## src/rtl/game_frame_tx_if.sv

```systemverilog
// game_frame_tx_if: byte-write handshake between the frame transmitter and the UART TX FIFO.
// master = transmitter (drives data/strobe), slave = FIFO side (drives full flag).
interface game_frame_tx_if;
   logic [7:0] uart_data;
   logic       uart_wr;
   logic       tx_full;

   modport master (output uart_data, output uart_wr, input tx_full);
   modport slave  (input uart_data, input uart_wr, output tx_full);
endinterface

```

## src/rtl/game_frame_tx.sv

```systemverilog
// game_frame_tx: game-state frame transmitter for the board-to-board UART link.
// Frame = SYNC, SEQ, NUM_BYTES payload bytes (byte 0 first), checksum over SEQ+payload.
// Frames start periodically (PERIOD_CYCLES while enabled) or on send_req; triggers that
// arrive mid-frame merge into one pending frame. Writes stall while the FIFO is full.
// Build option: define GAME_FRAME_CRC8_EN for a CRC-8 (poly 0x07, init 0) checksum;
// without it the checksum is the XOR of SEQ and all payload bytes.
module game_frame_tx #(
   parameter int          NUM_BYTES     = 8,
   parameter int          PERIOD_CYCLES = 65000,
   parameter logic [7:0]  SYNC_BYTE     = 8'hA5
) (
   input  logic                   clk,
   input  logic                   rst_n,
   input  logic                   enable,
   input  logic                   send_req,
   input  logic [NUM_BYTES*8-1:0] payload_in,
   game_frame_tx_if.master        uart,
   output logic                   busy,
   output logic                   frame_sent,
   output logic [7:0]             seq_out
);

   localparam logic [2:0] S_IDLE = 3'd0;
   localparam logic [2:0] S_HDR  = 3'd1;
   localparam logic [2:0] S_SEQ  = 3'd2;
   localparam logic [2:0] S_PAY  = 3'd3;
   localparam logic [2:0] S_CHK  = 3'd4;
   localparam logic [2:0] S_DONE = 3'd5;

   localparam int CW = $clog2(PERIOD_CYCLES);
   localparam int IW = $clog2(NUM_BYTES + 1);

   logic [2:0]             r_state;
   logic [CW-1:0]          r_cnt;
   logic                   r_pending;
   logic [NUM_BYTES*8-1:0] r_pay;
   logic [IW-1:0]          r_idx;
   logic [7:0]             r_chk;
   logic [7:0]             r_seq;

   logic                   w_per_trig;
   logic                   w_trig;
   logic                   w_start;
   logic                   w_emit;
   logic                   w_wr;
   logic [7:0]             w_byte;
   logic [7:0]             w_chk_next;

`ifdef GAME_FRAME_CRC8_EN
   function automatic logic [7:0] crc8_step(input logic [7:0] crc, input logic [7:0] data);
      logic [7:0] c;
      c = crc ^ data;
      for (int unsigned i = 0; i < 8; i++)
         c = c[7] ? ((c << 1) ^ 8'h07) : (c << 1);
      return c;
   endfunction
`endif

   // Trigger decode, byte-emit decode and output byte selection
   always_comb begin
      w_per_trig = enable && (r_cnt == CW'(PERIOD_CYCLES - 1));
      w_trig     = w_per_trig || (send_req && enable);
      w_start    = (r_state == S_IDLE) && enable && (w_trig || r_pending);
      w_emit     = (r_state == S_HDR) || (r_state == S_SEQ) ||
                   (r_state == S_PAY) || (r_state == S_CHK);
      w_wr       = w_emit && !uart.tx_full;
      case (r_state)
         S_HDR:   w_byte = SYNC_BYTE;
         S_SEQ:   w_byte = r_seq;
         S_PAY:   w_byte = r_pay[7:0];
         S_CHK:   w_byte = r_chk;
         default: w_byte = '0;
      endcase
`ifdef GAME_FRAME_CRC8_EN
      w_chk_next = crc8_step(r_chk, w_byte);
`else
      w_chk_next = r_chk ^ w_byte;
`endif
   end

   assign uart.uart_data = w_byte;
   assign uart.uart_wr   = w_wr;
   assign busy           = (r_state != S_IDLE);
   assign frame_sent     = (r_state == S_DONE);
   assign seq_out        = r_seq;

   // Auto-send interval counter, held at zero while the link is disabled
   always_ff @(posedge clk or negedge rst_n) begin
      if (!rst_n)
         r_cnt <= '0;
      else if (!enable || w_per_trig)
         r_cnt <= '0;
      else
         r_cnt <= r_cnt + 1'b1;
   end

   // One-bit pending flag: triggers during a frame collapse into a single follow-up frame
   always_ff @(posedge clk or negedge rst_n) begin
      if (!rst_n)
         r_pending <= 1'b0;
      else if (!enable || w_start)
         r_pending <= 1'b0;
      else if ((r_state != S_IDLE) && w_trig)
         r_pending <= 1'b1;
   end

   // Frame sequencer: payload is shifted out LSB byte first, checksum accumulated per write
   always_ff @(posedge clk or negedge rst_n) begin
      if (!rst_n) begin
         r_state <= S_IDLE;
         r_pay   <= '0;
         r_idx   <= '0;
         r_chk   <= '0;
         r_seq   <= '0;
      end else begin
         case (r_state)
            S_IDLE: if (w_start) begin
               r_pay   <= payload_in;
               r_idx   <= '0;
               r_chk   <= '0;
               r_state <= S_HDR;
            end
            S_HDR: if (w_wr) r_state <= S_SEQ;
            S_SEQ: if (w_wr) begin
               r_chk   <= w_chk_next;
               r_state <= S_PAY;
            end
            S_PAY: if (w_wr) begin
               r_chk <= w_chk_next;
               r_pay <= r_pay >> 8;
               if (r_idx == IW'(NUM_BYTES - 1))
                  r_state <= S_CHK;
               else
                  r_idx <= r_idx + 1'b1;
            end
            S_CHK: if (w_wr) r_state <= S_DONE;
            S_DONE: begin
               r_seq   <= r_seq + 1'b1;
               r_state <= S_IDLE;
            end
            default: r_state <= S_IDLE;
         endcase
      end
   end

endmodule
```

## src/flat_wrapper.sv

```systemverilog
// flat-port wrapper written by rule: the top's interface ports become plain ports
module game_frame_tx_flat 
#(
   parameter int          NUM_BYTES     = 8,
   parameter int          PERIOD_CYCLES = 65000,
   parameter logic [7:0]  SYNC_BYTE     = 8'hA5
)
  (clk, rst_n, enable, send_req, payload_in, busy, frame_sent, seq_out, uart_uart_data, uart_uart_wr, uart_tx_full);
  game_frame_tx_if uart_i ();
  input  logic clk;
  input  logic rst_n;
  input  logic enable;
  input  logic send_req;
  input  logic [NUM_BYTES*8-1:0] payload_in;
  output logic busy;
  output logic frame_sent;
  output logic [7:0] seq_out;
  output wire logic [$bits(uart_i.uart_data)-1:0] uart_uart_data;
  output wire logic [$bits(uart_i.uart_wr)-1:0] uart_uart_wr;
  input wire logic [$bits(uart_i.tx_full)-1:0] uart_tx_full;
  assign uart_uart_data = uart_i.uart_data;
  assign uart_uart_wr = uart_i.uart_wr;
  assign uart_i.tx_full = uart_tx_full;
  game_frame_tx #(.NUM_BYTES(NUM_BYTES), .PERIOD_CYCLES(PERIOD_CYCLES), .SYNC_BYTE(SYNC_BYTE)) u_core (.clk(clk), .rst_n(rst_n), .enable(enable), .send_req(send_req), .payload_in(payload_in), .uart(uart_i), .busy(busy), .frame_sent(frame_sent), .seq_out(seq_out));
endmodule
```

## config.mk

```make
export PLATFORM = sky130hd
export DESIGN_NAME = game_frame_tx_flat
export DESIGN_NICKNAME = d
export VERILOG_FILES = /design/src/rtl/game_frame_tx_if.sv /design/src/rtl/game_frame_tx.sv /design/src/flat_wrapper.sv
export SDC_FILE = /design/constraint.sdc
export NUM_CORES = 1
export LEC_CHECK = 0
export BUFFER_PORTS_ARGS = -buffer_cell sky130_fd_sc_hd__buf_4
export CORE_ASPECT_RATIO = 2
export CORE_MARGIN = 4
export CORE_UTILIZATION = 45
export DETAILED_ROUTE_END_ITERATION = 6
export PLACE_DENSITY = 0.64
export RECOVER_POWER = 100
export SYNTH_ARGS = -nofsm -noshare
export SYNTH_HDL_FRONTEND = slang
export SYNTH_SLANG_ARGS = --single-unit
```

## constraint.sdc

```tcl
create_clock -name clk -period 3.2 [get_ports clk]
set_input_delay 0.32 -clock clk [delete_from_list [all_inputs] [get_ports clk]]
set_output_delay 0.32 -clock clk [all_outputs]
set_load 0.005 [all_outputs]
```

==> summary.txt <==
Final layout
  • Area grow syn2layout: 19.9%
  • Nets: 614
  • Commonest non-fill, non-tap cell in the layout: dfrtp_1
  • FF/Latch Area: 2600 sq um
  • Share of layout cells above drive strength 1: 0.377
  • Fillers: 1,044
  • Antenna diode count: 0
  • Commonest non-fill, non-tap cells in the layout: dfrtp_1, mux2_2, buf_4
  • Multi-input combinational cell area: 2520 sq um
  • Post-route cell area: 6390 sq um

STA
  • Maximum clock frequency: 0.395 GHz
  • Hold Vio Cnt, Final: 0
  • Setup-failing EPs final: 0
  • Min Clock Period, post-route: 2530 ps
  • Slew Limit Fails: 64
  • Clock Skew: 10.6 ps
  • Unrepaired setup endpoints after global routing: no
  • Slew HR: -0.0761
  • Period utilization: 0.790
  • Setup TNS: 0 ps
  • Worst slew pin tran: 1610 ps

Worst setup path
  • Crit-path max FO: 19
  • Crit end category: output port
  • Critical path class: register to output port
  • Data required, critical path: 2880 ps
  • CP startpoint kind: register
  • WP data arrival: 2210 ps

Detailed routing
  • Initial DRC Count: 174
  • Post-Route WL: 11,900 microns
  • Pre-Repair DR Iteration Count: 4
  • Post-route ant nets: 0
  • DRC errors left: 0
  • Drt via density: 5.46
  • DR WL/cell: 17.2 microns
  • Vias: 3,778

Yosys
  • Fraction of registers with async set or reset after synthesis: 1.00
  • Avg Cell Area, Syn: 11.4 sq um
  • Syn nets: 540
  • Synth Register Bits: 104
  • Syn Std Cell Area: 5330 sq um
  • Number of flops mapped to enable cells by yosys: 0
  • Most used DFF post-synth: dfrtp_1
  • Syn Inst Count: 468
  • Sequential area share after synthesis: 0.488
  • Yosys warnings: 0
  • Number of distinct library cells after synthesis: 47

Clocking
  • Resized Gates After CTS: 0
  • Clock Root Buffer: clkbuf_16
  • Hold-fix buffers, CTS: 0
  • Skew-Pair Late Insertion Delay: 350 ps
  • Reg clk slew, reported paths: 70 ps
  • CTS HTree Levels: 3
  • CTS sink cnt: 104
  • CTS tree: built
  • Setup Buffers After CTS: 0
  • CTS Buffer Depth: 2
  • Total CTS buffers: 9

Global routing
  • Largest net degree at the start of global routing: 78
  • All-layer global routing usage: 0.181
  • First-pass GRT wire length: 19,900 microns
  • GRT Residual Overflow: 0
  • Vias in the first global route: 4,080
  • Initial antenna violation count: 0

Placed design
  • Cell Area, Placed: 6080 sq um
  • Routability cong.: 0.781
  • Post-DP HPWL: 8460 microns
  • Port Buffer Count: 87

Status
  • Failing checks: capacitance limit, slew limit
  • Status: finished with violations

Pwr
  • Pleak: 2.83 nW
  • Worst IR Drop VDD: 0.374 mV
  • P per Cell Area: 737 nW/um^2

Floorplanning
  • Num ports: 88
  • Die extent in y: 162 microns
  • DIE AREA: 13,800 sq um
  • Core box area: 11,700 sq um
  • Die X: 85.0 microns
  • Initial Utilization: 0.456
  • Row count: 56

Run
  • Max Cap Viol: 1

Min path
  • Worst hold path class: primary input to register
-- cells in the mapped netlist (all sizes together), types with 2 or more instances --
library cell	number	area, sq um
a21o	4	30.0
a21oi	11	55.1
a31oi	5	31.3
and3	3	18.8
and3b	2	17.5
and4	2	17.5
buf	8	63.8
clkbuf	21	80.1
dfrtp	104	2600
ha	3	37.5
inv	14	52.6
mux2	105	1180
mux2i	13	130
nand2	38	143
nand3	13	65.1
nand3b	7	52.6
nand4	8	50.1
nor2	17	63.8
nor2b	5	31.3
nor3	4	20.0
nor4	5	31.3
o21ai	26	130
o22ai	3	32.5
o31ai	2	15.0
or2	2	12.5
or3	5	31.3
or4	6	45.0
xnor2	12	105
xor2	7	61.3
-- layer usage --
metal	global-route usage	wire length, microns	share of wire	vias up
met5	0	0	0	-
met4	0.0584	178	0.015	0
met3	0.0315	420	0.035	12
met2	0.333	6760	0.57	62
met1	0.209	4520	0.38	1887
li1	-	-	-	1817
-- final timing paths --
| path | from | endpoint | slack (ps) | cells after the start |
|---|---|---|---|---|
| max in group asynchronous | rst_n | u_core.r_chk[2] | 900 | 2 |
| hold reg to reg | u_core.r_pay[5] | u_core.r_pay[5] | 490 | 1 |
| setup reg to reg | u_core.r_state[0] | u_core.r_pay[1] | 690 | 5 |
| min in group asynchronous | rst_n | u_core.r_cnt[6] | 370 | 1 |
| setup / recovery | u_core.r_state[2] | uart_uart_data[4] | 670 | 5 |
| hold / removal | payload_in[62] | u_core.r_pay[62] | 230 | 3 |
-- power by group --
part	internal [mW]	switching (mW)
Clock	0.710	0.490
Sequential	1.78	0.308
Combinational	0.862	0.558
Total	3.36	1.36
-- per-stage QoR --
stage | util | hold WS [ps] | setup WS, ps | cells | total power, mW
2_1_floorplan | - | 24.4 | 968 | 468 | 3.11
3_3_place_gp | 0.520 | 461 | 775 | 676 | 3.48
3_5_place_dp | 0.520 | 469 | 708 | 676 | 3.56
4_1_cts | 0.548 | 88.9 | 702 | 692 | 4.79
5_1_grt | 0.546 | 224 | 424 | 692 | 5.04
6_report | 0.546 | 228 | 671 | 692 | 4.71
-- registers in the layout, indices dropped and copies added, names as in the netlist --
register          cells
u_core.r_pay         64
u_core.r_cnt         16
u_core.r_chk          8
u_core.seq_out        8
u_core.r_idx          4
u_core.r_state        3
u_core.r_pending      1
-- cell type report --
class,instances,share of cell area
multi-input combinational,321,0.395
clock buffer,10,0.0374
timing repair buffer,92,0.110
clock inverter,6,0.0141
inverter,14,0.00822
tap,145,0.0284
sequential,104,0.407
-- kinds of logic (layout without fill, tap and decap cells) --
group                    count (synthesis)  after routing  synth area share
XOR/XNOR                                19             19            0.0312
buffers and inverters                   43            122            0.0368
multiplexers                           118            118             0.246
AO/OA/AOI/OAI                           60             60            0.0725
adder cells (fa/ha/maj)                  3              3           0.00704
AND/OR/NAND/NOR                        121            121             0.118
flip-flops                             104            104             0.488
-- worst max-delay path, stage by stage (launching register included) --
cell     delay [ps]
dfrtp_1         760
nor2b_1         470
and2_0          300
nand2_1          70
o21ai_0         100
buf_4           160
Note: power is estimated with default switching activity, not from simulation.
